$ cat src/rtl/irq_pending_ctrl.sv
// Interrupt pending/arbitration stage: latches edge/level requests per bit, masks them,
// and presents the lowest-numbered enabled source to the core until it is acknowledged.
module irq_pending_ctrl #(
    parameter int                  NrOfBits = 8,
    parameter int                  IdBits   = 3,
    parameter logic [NrOfBits-1:0] EdgeMask = '0
) (
    input  logic                Clock,
    input  logic                Reset,
    input  logic [NrOfBits-1:0] Req,
    input  logic [NrOfBits-1:0] Mask,
    input  logic                Ack,
    output logic                Irq,
    output logic [IdBits-1:0]   IrqId,
    output logic [NrOfBits-1:0] Pending
);

    typedef enum logic [1:0] {IDLE, REQ, GAP} state_t;

    state_t              state_q, state_d;
    logic [NrOfBits-1:0] req_d_q;
    logic [NrOfBits-1:0] pend_q, pend_d;
    logic                irq_q, irq_d;
    logic [IdBits-1:0]   id_q, id_d;

    logic [NrOfBits-1:0] set_vec;
    logic [NrOfBits-1:0] clr_vec;
    logic [NrOfBits-1:0] enabled;
    logic [NrOfBits-1:0] id_oh;
    logic [IdBits-1:0]   winner;

    // Edge bits fire on a rising transition, level bits whenever the line is high.
    assign set_vec = (Req & ~req_d_q & EdgeMask) | (Req & ~EdgeMask);
    assign enabled = pend_q & Mask;
    assign pend_d  = (pend_q & ~clr_vec) | set_vec;

    always_comb begin
        id_oh = '0;
        for (int i = 0; i < NrOfBits; i++) begin
            if (id_q == IdBits'(i)) id_oh[i] = 1'b1;
        end
    end

    // Scan downward so the lowest enabled index is the last one written.
    always_comb begin
        winner = '0;
        for (int i = NrOfBits - 1; i >= 0; i--) begin
            if (enabled[i]) winner = IdBits'(i);
        end
    end

    always_comb begin
        state_d = state_q;
        irq_d   = irq_q;
        id_d    = id_q;
        clr_vec = '0;
        case (state_q)
            IDLE: begin
                if (|enabled) begin
                    state_d = REQ;
                    irq_d   = 1'b1;
                    id_d    = winner;
                end
            end
            REQ: begin
                if (Ack) begin
                    clr_vec = id_oh;
                    state_d = GAP;
                    irq_d   = 1'b0;
                end else if (~|(Mask & id_oh)) begin
                    state_d = IDLE;
                    irq_d   = 1'b0;
                end
            end
            GAP: begin
                state_d = IDLE;
                irq_d   = 1'b0;
            end
            default: begin
                state_d = IDLE;
                irq_d   = 1'b0;
            end
        endcase
    end

    always_ff @(posedge Clock) begin
        if (Reset) begin
            state_q <= IDLE;
            req_d_q <= '0;
            pend_q  <= '0;
            irq_q   <= 1'b0;
            id_q    <= '0;
        end else begin
            state_q <= state_d;
            req_d_q <= Req;
            pend_q  <= pend_d;
            irq_q   <= irq_d;
            id_q    <= id_d;
        end
    end

    assign Irq     = irq_q;
    assign IrqId   = id_q;
    assign Pending = pend_q;

endmodule

$ cat config.mk
export PLATFORM = sky130hd
export DESIGN_NAME = irq_pending_ctrl
export DESIGN_NICKNAME = d
export VERILOG_FILES = /design/src/rtl/irq_pending_ctrl.sv
export SDC_FILE = /design/constraint.sdc
export NUM_CORES = 1
export LEC_CHECK = 0
export CAP_MARGIN = 15
export CORE_MARGIN = 10
export CORE_UTILIZATION = 35
export CTS_CLUSTER_SIZE = 24
export DETAILED_ROUTE_END_ITERATION = 16
export GPL_TIMING_DRIVEN = 0
export PLACE_DENSITY = 0.69
export SLEW_MARGIN = 15
export SYNTH_ARGS = -nofsm -noshare
export SYNTH_HDL_FRONTEND = slang
export SYNTH_SLANG_ARGS = --single-unit
$ cat constraint.sdc
create_clock -name Clock -period 1.4 [get_ports Clock]
set_input_delay 0.21 -clock Clock [delete_from_list [all_inputs] [get_ports Clock]]
set_output_delay 0.21 -clock Clock [all_outputs]
set_load 0.01 [all_outputs]
Word level (Yosys, flattened, before mapping)
Index checks and enable logic that the tools add are counted.

Equal/unequal tests: 10. Multiplexer cells: 26. Bitwise gates (word level): 5. Reduce and logical (&&, ||, !) cells: 6.

Operators by type and width (number): 8-bit bitwise AND (3); 3-bit two-way mux (8); 8-bit two-way mux (2); 8-bit OR reduction (2); 3-bit == test (second input constant) (4); 1-bit two-way mux (11); 8-bit NOT (1); 8-bit bitwise OR (1); 3-bit by 2-bit == test with 1-bit output (second input constant) (2); 2-bit two-way mux (3); 2-bit case mux with 2 select lines (1); 2-bit AND reduction (2); 3-bit by 1-bit == test with 1-bit output (second input constant) (1); 3-bit zero test (1); 3-bit != test (second input constant) (1); 2-bit by 1-bit == test with 1-bit output (second input constant) (1); 2-bit zero test (1); 2-bit != test (second input constant) (1); 1-bit case mux with 2 select lines (1).

Register bits: 14. Input bits: 19. Output and inout port bits: 12. Word-level logic and storage cells: 51.

Depth between registers and ports, before layout
Gate-level depths: netlist of run 1.

Depth after elaboration: 9. Gate-level depth with buffers: 5. Depth with buffers taken out: 4.

Worst setup path after synthesis of run 1
No wires, ideal clock.

Path type: register to register. Start point: register id_q[2], in the netlist IrqId[2]. End point: register irq_q, in the netlist Irq. Setup time: 0.121 ns. Arrival time: 1.228 ns. Data required time: 1.279 ns. Setup slack: 0.052 ns. Stages on the path, launching flop included: 4. Buffers on the path: 0. Period minus slack after synthesis: 1.348 ns. Cell sequence: dfxtp_1 > mux4_1 > o2111ai_1 > nand2_1.

Cells in the longest elaborated chain, start to end: 6. Elaborated cells between the ends (all ways): 20. Those cells by class: eq/ne (8); mux (8); bitwise (1); reduce/logical (3).

RTL lines: from (decl) (line 24) `logic [IdBits-1:0] id_q, id_d;`; from (signal assigned) (line 98) `id_q <= id_d;`; 3-bit by 1-bit == test with 1-bit output (tied with other cells) (line 40) `if (id_q == IdBits'(i)) id_oh[i] = 1'b1;`; 1-bit two-way mux (line 40); 8-bit bitwise AND * (line 70) `end else if (~|(Mask & id_oh)) begin`; 8-bit OR reduction * (line 70); 3-bit != test (no source line) *; 2-bit AND reduction (no source line) *; to (signal assigned) (line 97) `irq_q <= irq_d;`; to (decl) (line 23) `logic irq_q, irq_d;`.

Every way passes the cells marked *; elsewhere a longest branch is shown, timed or not. A chain may end at the register's enable or synchronous reset.

Final worst setup path of run 1
Start point: register id_q[1], in the netlist IrqId[1]. End point: register irq_q, in the netlist Irq.

Same word-level chain as after synthesis.

==> results of run 1 <==
logic make-up after synthesis:
| group | share of synthesized area [%] |
|---|---|
| buffers and inverters | 6.56 |
| AOI/OAI and AO/OA | 26.8 |
| and+or+nand+nor | 21.3 |
| muxes | 7.47 |
| DFF | 37.9 |
cells in the mapped netlist (2+ instances only):
cell,n,share of area [%]
sky130_fd_sc_hd__dfxtp_1,13,38
sky130_fd_sc_hd__a21oi_1,12,8.7
sky130_fd_sc_hd__inv_1,7,3.8
sky130_fd_sc_hd__nand2_1,6,3.3
sky130_fd_sc_hd__o21ai_0,6,4.4
sky130_fd_sc_hd__a22oi_1,4,4.4
sky130_fd_sc_hd__nor2_1,4,2.2
sky130_fd_sc_hd__nand2b_1,3,2.7
sky130_fd_sc_hd__or3_1,3,2.7
sky130_fd_sc_hd__clkbuf_1,2,1.1
sky130_fd_sc_hd__nand3_1,2,1.5
sky130_fd_sc_hd__nor3_1,2,1.5
state kept, by name, indices dropped and copies added (netlist names):
name     flops
Irq          1
Pending      8
IrqId        3
state_q      1
what timing repair did:
action / in CTS / in global routing
endpoints found under the setup margin: 12 / 4
gates cloned: 0 / 0
buffers inserted: 0 / 2
gates resized for setup: 14 / 9
path summary, 6_finish.rpt:
check,end,slack (ns),depth (start not counted)
worst min register to register,state_q[1],0.45,1
worst min-delay path,state_q[1],0.27,2
worst max register to register,Irq,0.08,5
worst max-delay path,Irq,0.08,5
worst register-to-register path, stage by stage (launching register included):
cell and delay [ns]:
sky130_fd_sc_hd__dfxtp_2 0.34, sky130_fd_sc_hd__buf_6 0.13, sky130_fd_sc_hd__mux2_4 0.30, sky130_fd_sc_hd__or3_1 0.32
sky130_fd_sc_hd__o2111ai_2 0.07, sky130_fd_sc_hd__nand2_1 0.07
stage by stage:
step           hold slack [ns]  area (um2)  cells
5_1_grt                  0.262        1080    143
6_report                 0.268        1080    143
3_3_place_gp             0.477        1020    137
2_1_floorplan            0.288         687     82
3_5_place_dp             0.489        1020    137
4_1_cts                  0.453        1030    141
final cells by class:
cell class                      instances  area [um2]  share of cell area [%]
Inverter                                7        26.3                    2.44
Clock buffer                            4        26.3                    2.44
Tap cell                               25        31.3                    2.90
Multi-Input combinational cell         59         403                    37.4
Buffer                                  3        18.8                    1.74
Timing Repair Buffer                   32         303                    28.1
Sequential cell                        13         269                    25.0
layer usage:
| layer | up-vias | global-route usage, % | share of wire, % |
|---|---|---|---|
| met3 | 4 | 5.57 | 8.2 |
| met5 | - | 0 | 0 |
| met4 | 0 | 5.08 | 1.9 |
| met1 | 353 | 12.7 | 43 |
| li1 | 378 | - | - |
| met2 | 24 | 17.2 | 47 |
where the power goes:
group	switching, mW	leakage (nW)	internal, mW
combinational	0.142	0.316	0.168
sequential	0.0454	0.110	0.410
clock	0.138	0.0150	0.111
total	0.325	0.441	0.689
==> metrics.txt, run 1 <==
# TYPE chip_impl_metric gauge
chip_impl_metric{name="layout-drive-gt1-share",unit="%"} 13.6
chip_impl_metric{name="routed-via-count",unit=""} 759
chip_impl_metric{name="cts-hold-fix-buffers",unit=""} 0
chip_impl_metric{name="h-tree-depth",unit=""} 1
chip_impl_info{name="cts_root_buf",value="sky130_fd_sc_hd__clkbuf_4"} 1
chip_impl_metric{name="synthCells",unit=""} 82
chip_impl_info{name="critPathKind",value="flip-flop to flip-flop"} 1
chip_impl_metric{name="design.die.area",unit="mm2"} 0.00413
chip_impl_metric{name="globalRouteTotalUtil",unit="%"} 11.2
chip_impl_metric{name="clock_insertion_delay_worst_skew",unit="ns"} 0.29
chip_impl_metric{name="finalSetupViolations",unit=""} 0
chip_impl_metric{name="io_buffers",unit=""} 30
chip_impl_metric{name="globalplace.congestion",unit=""} 0.841
chip_impl_metric{name="cts_made_buffers",unit=""} 3
chip_impl_metric{name="timing.fmax",unit="MHz"} 759
chip_impl_info{name="tritoncts",value="built"} 1
chip_impl_info{name="critical-path-top-delay-family",value="simple AND/OR/NAND/NOR gates"} 1
chip_impl_metric{name="maximum_number_of_pins_on_one_net_before_global_route_repair",unit=""} 11
chip_impl_info{name="worstPathCellList",value="buf_6 > mux2_4 > or3_1 > o2111ai_2 > nand2_1"} 1
chip_impl_metric{name="slew_headroom",unit="%"} 67.9
chip_impl_metric{name="power_dens_cells",unit="mW/mm2"} 941
chip_impl_metric{name="postSynth.asyncResetShare",unit="%"} 0
chip_impl_metric{name="num_io_pins",unit=""} 31
chip_impl_info{name="most_common_cell_after_layout_fill_and_taps_aside",value="sky130_fd_sc_hd__clkdlybuf4s50_1"} 1
chip_impl_info{name="unrepaired_setup_endpoints_after_global_routing",value="no"} 1
chip_impl_metric{name="crit_buf_inv",unit=""} 1
chip_impl_metric{name="avgViaCountPerCell",unit=""} 5.31
chip_impl_metric{name="synthesized_net_count",unit=""} 101
chip_impl_metric{name="report.final.slew_viol_count",unit=""} 0
chip_impl_metric{name="maximum_buffer_depth_of_the_clock_tree",unit=""} 2
chip_impl_metric{name="antenna_found_initial",unit=""} 0
chip_impl_metric{name="first_iter_violations",unit=""} 28
chip_impl_info{name="hold_path.startpoint",value="Ack"} 1
chip_impl_info{name="worst_hold_path_type",value="input pin to flip-flop"} 1
chip_impl_metric{name="drv_cap",unit=""} 0
chip_impl_metric{name="grt_pass1_vias",unit=""} 752
chip_impl_metric{name="fillers",unit=""} 182
chip_impl_metric{name="place_hpwl",unit="um"} 1690
chip_impl_metric{name="area_delta_synth_final",unit="%"} 56.8
chip_impl_metric{name="total_leakage_power",unit="nW"} 0.441
chip_impl_metric{name="drt_first_pass_iters",unit=""} 4
chip_impl_metric{name="num_antenna_cells",unit=""} 0
chip_impl_info{name="postSynth.topFlopCell",value="sky130_fd_sc_hd__dfxtp_1"} 1
chip_impl_metric{name="cts_num_sinks",unit=""} 13
chip_impl_metric{name="final_hold_viol_count",unit=""} 0
chip_impl_metric{name="detailedPlace.worstSlack",unit="ns"} -0.235
chip_impl_metric{name="routed_length_per_placed_instance",unit="um"} 15.7
chip_impl_metric{name="drtAntennaViolNets",unit=""} 0
chip_impl_metric{name="required",unit="ns"} 1.58
chip_impl_metric{name="die_height",unit="um"} 64.3
chip_impl_metric{name="clock_pin_transition_on_the_worst_setup_and_hold_timing_paths",unit="ns"} 0.09
chip_impl_info{name="run_status",value="finished, final reports clean"} 1
chip_impl_metric{name="setup_ws",unit="ns"} 0.0829
chip_impl_metric{name="synth_edf_count",unit=""} 0
chip_impl_metric{name="fp-row-count",unit=""} 15
chip_impl_metric{name="ys_seq_area_share",unit="%"} 37.9
chip_impl_info{name="startpoint",value="IrqId[1]"} 1
chip_impl_metric{name="largest_voltage_drop_on_the_vdd_net",unit="mV"} 0.512
chip_impl_info{name="most-common-layout-cells",value="sky130_fd_sc_hd__clkdlybuf4s50_1, sky130_fd_sc_hd__a21oi_1, sky130_fd_sc_hd__dlygate4sd2_1"} 1
chip_impl_metric{name="nets_finish",unit=""} 138
chip_impl_metric{name="finClkSkew",unit="ns"} 0.00852
chip_impl_metric{name="synth.cell_area",unit="um2"} 687
chip_impl_metric{name="totalWireLength",unit="um"} 2250
chip_impl_metric{name="synth-seq-cells",unit=""} 13
chip_impl_metric{name="synth-warning-count",unit=""} 0
chip_impl_metric{name="power_total",unit="mW"} 1.01
chip_impl_metric{name="cp_slowest_stage_delay",unit="ns"} 0.34
chip_impl_metric{name="synth_cell_types",unit=""} 30
chip_impl_metric{name="synth.avg_cell_area",unit="um2"} 8.38
chip_impl_metric{name="cp_max_fo",unit=""} 9
chip_impl_info{name="cp_max_delay_cell",value="sky130_fd_sc_hd__dfxtp_2"} 1
chip_impl_metric{name="die_width",unit="um"} 64.3
chip_impl_info{name="critPathCaptureType",value="flip-flop"} 1
chip_impl_metric{name="finalCoreUtilization",unit="%"} 59.8
chip_impl_metric{name="tightestPinTransition",unit="ns"} 0.481
chip_impl_metric{name="overflow",unit=""} 0
chip_impl_metric{name="start_util",unit="%"} 38.1
chip_impl_metric{name="post-route-drc-count",unit=""} 0
chip_impl_info{name="start_kind",value="flip-flop"} 1
chip_impl_metric{name="setup_tns",unit="ns"} 0
chip_impl_metric{name="finalWorstPathRequiredPeriod",unit="ns"} 1.32
chip_impl_metric{name="core_region_area",unit="mm2"} 0.00180
chip_impl_info{name="r2r-start",value="IrqId[1]"} 1
chip_impl_metric{name="layout_worst_path_cycle_share",unit="%"} 94.1
chip_impl_metric{name="wire_length_of_the_first_global_routing_pass",unit="um"} 3720
chip_impl_metric{name="critPathArrivalTime",unit="ns"} 1.50
Power figures use the tool's default switching activity.
==> run 2: changes to the inputs <==
--- a/config.mk
+++ b/config.mk
@@ -5,12 +5,13 @@
 export SDC_FILE = /design/constraint.sdc
 export NUM_CORES = 1
 export LEC_CHECK = 0
-export CAP_MARGIN = 15
+export CAP_MARGIN = 25
 export CORE_MARGIN = 10
 export CORE_UTILIZATION = 35
 export CTS_CLUSTER_SIZE = 24
 export DETAILED_ROUTE_END_ITERATION = 16
 export GPL_TIMING_DRIVEN = 0
+export MAX_ROUTING_LAYER = met4
 export PLACE_DENSITY = 0.69
 export SLEW_MARGIN = 15
 export SYNTH_ARGS = -nofsm -noshare
==> run 2 against run 1 <==
Effect of this change:
- first-iteration DRC count shrank 14%
- sequential power about the same
- combinational power is essentially flat
- setup slack got worse by 0.0017 ns
- critical path depth stayed put
- clock power about the same
- global-route usage up 0.32 points
- register-to-register slack about the same
- non-clock buffer count unchanged
- fmax down 0.13%
==> metrics.txt, run 2 (synthesized netlist as in run 1, its figures left out) <==
# TYPE chip_impl_metric gauge
chip_impl_info{name="r2r-start",value="IrqId[1]"} 1
chip_impl_metric{name="area_delta_synth_final",unit="%"} 56.8
chip_impl_metric{name="first_iter_violations",unit=""} 24
chip_impl_metric{name="largest_voltage_drop_on_the_vdd_net",unit="mV"} 0.510
chip_impl_info{name="most-common-layout-cells",value="sky130_fd_sc_hd__clkdlybuf4s50_1, sky130_fd_sc_hd__a21oi_1, sky130_fd_sc_hd__dlygate4sd2_1"} 1
chip_impl_metric{name="power.share.switching",unit="%"} 32.0
chip_impl_metric{name="avgViaCountPerCell",unit=""} 5.31
chip_impl_metric{name="num_antenna_cells",unit=""} 0
chip_impl_info{name="tritoncts",value="built"} 1
chip_impl_metric{name="number_of_cells_on_the_worst_reg_to_reg_path",unit=""} 5
chip_impl_metric{name="io_buffers",unit=""} 30
chip_impl_metric{name="clockPowerShare",unit="%"} 24.5
chip_impl_info{name="critPathKind",value="flip-flop to flip-flop"} 1
chip_impl_metric{name="routed_length_per_placed_instance",unit="um"} 15.6
chip_impl_metric{name="totalWireLength",unit="um"} 2240
chip_impl_metric{name="globalRouteTotalUtil",unit="%"} 11.5
chip_impl_metric{name="design.die.area",unit="mm2"} 0.00413
chip_impl_metric{name="share_of_total_power_in_sequential_cells",unit="%"} 44.9
chip_impl_metric{name="overflow",unit=""} 0
chip_impl_metric{name="cp_max_fo",unit=""} 9
chip_impl_info{name="unrepaired_setup_endpoints_after_global_routing",value="no"} 1
chip_impl_metric{name="finalWorstPathRequiredPeriod",unit="ns"} 1.32
chip_impl_metric{name="nets_finish",unit=""} 138
chip_impl_metric{name="drt_first_pass_iters",unit=""} 4
chip_impl_metric{name="routed-via-count",unit=""} 759
chip_impl_metric{name="power_dens_cells",unit="mW/mm2"} 940
chip_impl_metric{name="report.final.slew_viol_count",unit=""} 0
chip_impl_metric{name="h-tree-depth",unit=""} 1
chip_impl_metric{name="globalplace.congestion",unit=""} 0.854
chip_impl_metric{name="maximum_number_of_pins_on_one_net_before_global_route_repair",unit=""} 11
chip_impl_metric{name="tightestPinTransition",unit="ns"} 0.483
chip_impl_metric{name="timing.fmax",unit="MHz"} 758
chip_impl_metric{name="placed_area",unit="mm2"} 0.00102
chip_impl_metric{name="finalSetupViolations",unit=""} 0
chip_impl_metric{name="critPathArrivalTime",unit="ns"} 1.50
chip_impl_metric{name="num_io_pins",unit=""} 31
chip_impl_metric{name="maximum_buffer_depth_of_the_clock_tree",unit=""} 2
chip_impl_metric{name="power.combinational.fraction",unit="%"} 30.6
chip_impl_info{name="timing.hold.worst_endpoint",value="state_q[1]"} 1
chip_impl_metric{name="die_width",unit="um"} 64.3
chip_impl_metric{name="cts_made_buffers",unit=""} 3
chip_impl_info{name="hold_path.startpoint",value="Ack"} 1
chip_impl_metric{name="internal-power",unit="mW"} 0.689
chip_impl_metric{name="total_leakage_power",unit="nW"} 0.441
chip_impl_metric{name="stdcell_area",unit="mm2"} 0.00108
chip_impl_metric{name="core_region_area",unit="mm2"} 0.00180
chip_impl_metric{name="fp-row-count",unit=""} 15
chip_impl_info{name="start_kind",value="flip-flop"} 1
chip_impl_metric{name="cts_num_sinks",unit=""} 13
chip_impl_metric{name="final_hold_viol_count",unit=""} 0
chip_impl_metric{name="layout-drive-gt1-share",unit="%"} 13.6
chip_impl_info{name="most_common_cell_after_layout_fill_and_taps_aside",value="sky130_fd_sc_hd__clkdlybuf4s50_1"} 1
chip_impl_metric{name="fillers",unit=""} 182
chip_impl_metric{name="total_switching_power",unit="mW"} 0.324
chip_impl_metric{name="drtAntennaViolNets",unit=""} 0
chip_impl_info{name="run_status",value="finished, final reports clean"} 1
chip_impl_metric{name="clock_insertion_delay_worst_skew",unit="ns"} 0.29
chip_impl_metric{name="place_hpwl",unit="um"} 1690
chip_impl_metric{name="start_util",unit="%"} 38.1
chip_impl_metric{name="layout_worst_path_cycle_share",unit="%"} 94.2
chip_impl_metric{name="finClkSkew",unit="ns"} 0.00808
chip_impl_metric{name="cts-hold-fix-buffers",unit=""} 0
chip_impl_metric{name="post-route-drc-count",unit=""} 0
chip_impl_metric{name="wire_length_of_the_first_global_routing_pass",unit="um"} 3730
chip_impl_metric{name="antenna_found_initial",unit=""} 0
chip_impl_metric{name="drv_cap",unit=""} 0
chip_impl_info{name="worst_hold_path_type",value="input pin to flip-flop"} 1
chip_impl_metric{name="power_total",unit="mW"} 1.01
chip_impl_metric{name="required",unit="ns"} 1.58
chip_impl_metric{name="clock_pin_transition_on_the_worst_setup_and_hold_timing_paths",unit="ns"} 0.09
chip_impl_info{name="regToRegEndpoint",value="Irq"} 1
chip_impl_metric{name="die_height",unit="um"} 64.3
chip_impl_metric{name="min_delay_path_depth",unit=""} 2
chip_impl_metric{name="slew_headroom",unit="%"} 67.8
chip_impl_metric{name="grt_pass1_vias",unit=""} 752
chip_impl_info{name="cts_root_buf",value="sky130_fd_sc_hd__clkbuf_4"} 1
chip_impl_metric{name="largest_reg_flops",unit=""} 8
chip_impl_metric{name="minimum_setup_slack_among_reg_to_reg_paths",unit="ns"} 0.08
chip_impl_info{name="critPathCaptureType",value="flip-flop"} 1
-- run 2: power by group through the flow --
| stage | sequential (mW) | clock, mW | combinational [mW] |
|---|---|---|---|
| 2_1_floorplan | 0.463 | 0 | 0.148 |
| 3_3_place_gp | 0.456 | 0 | 0.317 |
| 3_5_place_dp | 0.458 | 0 | 0.319 |
| 4_1_cts | 0.450 | 0.251 | 0.299 |
| 5_1_grt | 0.464 | 0.279 | 0.339 |
| 6_report | 0.455 | 0.248 | 0.310 |
-- run 2: worst max-delay path by stage --
stage	from	to
3_3_place_gp	Ack	Pending[0]
5_1_grt	state_q[1]	Pending[4]
6_report	IrqId[1]	Irq
3_5_place_dp	Ack	Pending[0]
2_1_floorplan	IrqId[2]	Irq
4_1_cts	Ack	Pending[0]
-- run 2: through the flow --
| step | TNS (ns) | utilization (%) | cells | hold slack, ns | worst slack [ns] |
|---|---|---|---|---|---|
| floorplan | 0 | - | 82 | 0.288 | 0.0517 |
| global placement | -1.03 | 56.5 | 137 | 0.477 | -0.212 |
| detailed placement | -1.21 | 56.5 | 137 | 0.489 | -0.235 |
| CTS | 0 | 57.3 | 141 | 0.453 | 0.0636 |
| global route | 0 | 59.8 | 143 | 0.262 | 0.000771 |
| finish | 0 | 59.8 | 143 | 0.270 | 0.0812 |
-- run 2: area by class of cell --
class | instances | area [um2] | area share, %
Sequential cell | 13 | 269 | 25.0
Tap cell | 25 | 31.3 | 2.90
Multi-Input combinational cell | 59 | 403 | 37.4
Timing Repair Buffer | 32 | 303 | 28.1
Clock buffer | 4 | 26.3 | 2.44
Inverter | 7 | 26.3 | 2.44
Buffer | 3 | 18.8 | 1.74
-- run 2: what timing repair did --
item | in CTS | in global routing
pin swaps | 0 | 0
endpoints found under the setup margin | 12 | 4
resized for setup | 14 | 9
buffers inserted | 0 | 2
-- run 2: critical path: stages, from the launching register on --
cell,delay (ns)
sky130_fd_sc_hd__dfxtp_2,0.34
sky130_fd_sc_hd__buf_6,0.13
sky130_fd_sc_hd__mux2_4,0.30
sky130_fd_sc_hd__or3_1,0.32
sky130_fd_sc_hd__o2111ai_2,0.07
sky130_fd_sc_hd__nand2_1,0.07
-- run 2: layer usage --
metal | GRT usage, % | part of all wire, % | vias to the layer above | routed length (um)
li1 | - | - | 377 | -
met5 | - | 0 | - | 0
met4 | 5.08 | 0.94 | 0 | 21
met3 | 3.83 | 4.7 | 2 | 105
met1 | 13.6 | 47 | 356 | 1040
met2 | 17.2 | 48 | 24 | 1070
==> run 3: changes to the inputs <==
==> constraint.sdc (replaced) <==
create_clock -name Clock -period 1.4 [get_ports Clock]
set_input_delay 0.14 -clock Clock [delete_from_list [all_inputs] [get_ports Clock]]
set_output_delay 0.14 -clock Clock [all_outputs]
set_load 0.01 [all_outputs]
==> run 3 against run 2 <==
Effect of this change:
- cell count decreased by 0.70%
- fmax decreased by 1.8%
- via count decreased by 2.2%
- sequential power about the same
- total power increased by 0.97%
- clock power about the same
- non-clock buffer count decreased by 1
- register-to-register slack about the same
==> metrics.txt, run 3 (synthesized netlist as in run 1, its figures left out) <==
# TYPE chip_impl_metric gauge
chip_impl_metric{name="h-tree-depth",unit=""} 1
chip_impl_metric{name="final_hold_viol_count",unit=""} 0
chip_impl_metric{name="cp_slowest_stage_delay",unit="ns"} 0.54
chip_impl_metric{name="report.final.slew_viol_count",unit=""} 0
chip_impl_metric{name="cts-hold-fix-buffers",unit=""} 0
chip_impl_metric{name="total_leakage_power",unit="nW"} 0.478
chip_impl_metric{name="fp-row-count",unit=""} 15
chip_impl_metric{name="tightestPinTransition",unit="ns"} 0.480
chip_impl_metric{name="finalSetupViolations",unit=""} 0
chip_impl_metric{name="place_hpwl",unit="um"} 1690
chip_impl_metric{name="drtAntennaViolNets",unit=""} 0
chip_impl_metric{name="area_delta_synth_final",unit="%"} 59.2
chip_impl_info{name="start_kind",value="flip-flop"} 1
chip_impl_metric{name="crit_buf_inv",unit=""} 1
chip_impl_metric{name="critPathArrivalTime",unit="ns"} 1.20
chip_impl_metric{name="grt_pass1_vias",unit=""} 752
chip_impl_info{name="unrepaired_setup_endpoints_after_global_routing",value="yes"} 1
chip_impl_info{name="critPathKind",value="flip-flop to primary output"} 1
chip_impl_metric{name="cts_made_buffers",unit=""} 3
chip_impl_metric{name="overflow",unit=""} 0
chip_impl_info{name="critical-path-top-delay-family",value="buffers and inverters"} 1
chip_impl_metric{name="largest_voltage_drop_on_the_vdd_net",unit="mV"} 0.523
chip_impl_metric{name="nets_finish",unit=""} 137
chip_impl_metric{name="power_dens_cells",unit="mW/mm2"} 935
chip_impl_metric{name="largest_reg_flops",unit=""} 8
chip_impl_metric{name="num_io_pins",unit=""} 31
chip_impl_metric{name="multiInputGateArea",unit="um2"} 398
chip_impl_metric{name="finClkSkew",unit="ns"} 0.00899
chip_impl_metric{name="required",unit="ns"} 1.26
chip_impl_metric{name="detailedPlace.worstSlack",unit="ns"} -0.165
chip_impl_metric{name="design.die.area",unit="mm2"} 0.00413
chip_impl_metric{name="die_height",unit="um"} 64.3
chip_impl_metric{name="clock_pin_transition_on_the_worst_setup_and_hold_timing_paths",unit="ns"} 0.09
chip_impl_metric{name="io_buffers",unit=""} 30
chip_impl_metric{name="cp_max_fo",unit=""} 4
chip_impl_metric{name="totalWireLength",unit="um"} 2230
chip_impl_info{name="cp_max_delay_cell",value="sky130_fd_sc_hd__clkdlybuf4s50_1"} 1
chip_impl_metric{name="num_antenna_cells",unit=""} 0
chip_impl_metric{name="cts_num_sinks",unit=""} 13
chip_impl_metric{name="avgViaCountPerCell",unit=""} 5.23
chip_impl_metric{name="slew_headroom",unit="%"} 68.0
chip_impl_metric{name="setup_tns",unit="ns"} 0
chip_impl_metric{name="globalplace.congestion",unit=""} 0.854
chip_impl_info{name="worst_hold_path_type",value="input pin to flip-flop"} 1
chip_impl_metric{name="final_cells",unit=""} 142
chip_impl_metric{name="globalRouteTotalUtil",unit="%"} 11.6
chip_impl_metric{name="layout_worst_path_cycle_share",unit="%"} 95.9
chip_impl_info{name="most-common-layout-cells",value="sky130_fd_sc_hd__clkdlybuf4s50_1, sky130_fd_sc_hd__a21oi_1, sky130_fd_sc_hd__dfxtp_2, sky130_fd_sc_hd__inv_1"} 1
chip_impl_metric{name="start_util",unit="%"} 38.1
chip_impl_metric{name="drt_first_pass_iters",unit=""} 4
chip_impl_metric{name="routed-via-count",unit=""} 742
chip_impl_metric{name="post-route-drc-count",unit=""} 0
chip_impl_info{name="most_common_cell_after_layout_fill_and_taps_aside",value="sky130_fd_sc_hd__clkdlybuf4s50_1"} 1
chip_impl_metric{name="core_region_area",unit="mm2"} 0.00180
chip_impl_metric{name="maximum_buffer_depth_of_the_clock_tree",unit=""} 2
chip_impl_info{name="run_status",value="finished, final reports clean"} 1
chip_impl_metric{name="timing.fmax",unit="MHz"} 745
chip_impl_metric{name="fillers",unit=""} 176
chip_impl_metric{name="clock_insertion_delay_worst_skew",unit="ns"} 0.29
chip_impl_metric{name="ff_latch_area",unit="um2"} 273
chip_impl_info{name="worstPathCellList",value="clkdlybuf4s50_1"} 1
chip_impl_metric{name="maximum_number_of_pins_on_one_net_before_global_route_repair",unit=""} 11
chip_impl_metric{name="wire_length_of_the_first_global_routing_pass",unit="um"} 3730
chip_impl_metric{name="first_iter_violations",unit=""} 27
chip_impl_info{name="tritoncts",value="built"} 1
chip_impl_metric{name="layout-drive-gt1-share",unit="%"} 14.5
chip_impl_metric{name="antenna_found_initial",unit=""} 0
chip_impl_metric{name="routed_length_per_placed_instance",unit="um"} 15.7
chip_impl_metric{name="drv_cap",unit=""} 0
chip_impl_metric{name="placedCellCount",unit=""} 137
chip_impl_info{name="cts_root_buf",value="sky130_fd_sc_hd__clkbuf_4"} 1
chip_impl_metric{name="die_width",unit="um"} 64.3
chip_impl_info{name="critPathCaptureType",value="primary output"} 1
chip_impl_metric{name="setup_ws",unit="ns"} 0.0570
chip_impl_metric{name="finalCoreUtilization",unit="%"} 60.7
chip_impl_metric{name="finalWorstPathRequiredPeriod",unit="ns"} 1.34
chip_impl_metric{name="minimum_setup_slack_among_reg_to_reg_paths",unit="ns"} 0.09
-- run 3: per-stage QoR --
| stage | power, mW | hold WS, ns | instance area (um2) |
|---|---|---|---|
| floorplan | 0.611 | 0.218 | 687 |
| global placement | 0.773 | 0.477 | 1020 |
| detailed placement | 0.777 | 0.489 | 1020 |
| CTS | 1.02 | 0.383 | 1040 |
| global route | 1.09 | 0.379 | 1090 |
| finish | 1.02 | 0.376 | 1090 |
-- run 3: layout make-up --
type,count,area share [%]
inverters,7,2.40
well taps,25,2.86
flip-flops and latches,13,24.9
plain buffers,3,1.72
multi-input cells,59,36.4
clock buffers,4,2.40
repair buffers,31,29.3
-- run 3: worst paths after layout --
| kind | startpoint | endpoint | depth (start not counted) |
|---|---|---|---|
| setup reg to reg | IrqId[1] | Irq | 5 |
| hold reg to reg | state_q[1] | state_q[1] | 1 |
| setup / recovery | Pending[4] | Pending[4] | 1 |
| hold / removal | Req[7] | Pending[7] | 3 |
-- run 3: layer usage --
layer | vias to the layer above | track usage (%) | routed length, um | part of all wire, %
met4 | 0 | 5.08 | 45 | 2.0
met2 | 20 | 17.2 | 1060 | 47
li1 | 375 | - | - | -
met3 | 5 | 3.83 | 129 | 5.8
met5 | - | - | 0 | 0
met1 | 342 | 13.7 | 999 | 45
-- run 3: repair_timing --
| item | 4_1_cts | 5_1_grt |
|---|---|---|
| resized for setup | 4 | 16 |
| setup endpoints to repair | 3 | 13 |
| setup buffers | 0 | 1 |
-- run 3: report_power, final --
| part | switching, mW | leakage (nW) | internal (mW) | total (mW) |
|---|---|---|---|---|
| clock network | 0.138 | 0.0150 | 0.111 | 0.249 |
| logic | 0.140 | 0.352 | 0.178 | 0.317 |
| registers | 0.0450 | 0.111 | 0.411 | 0.457 |
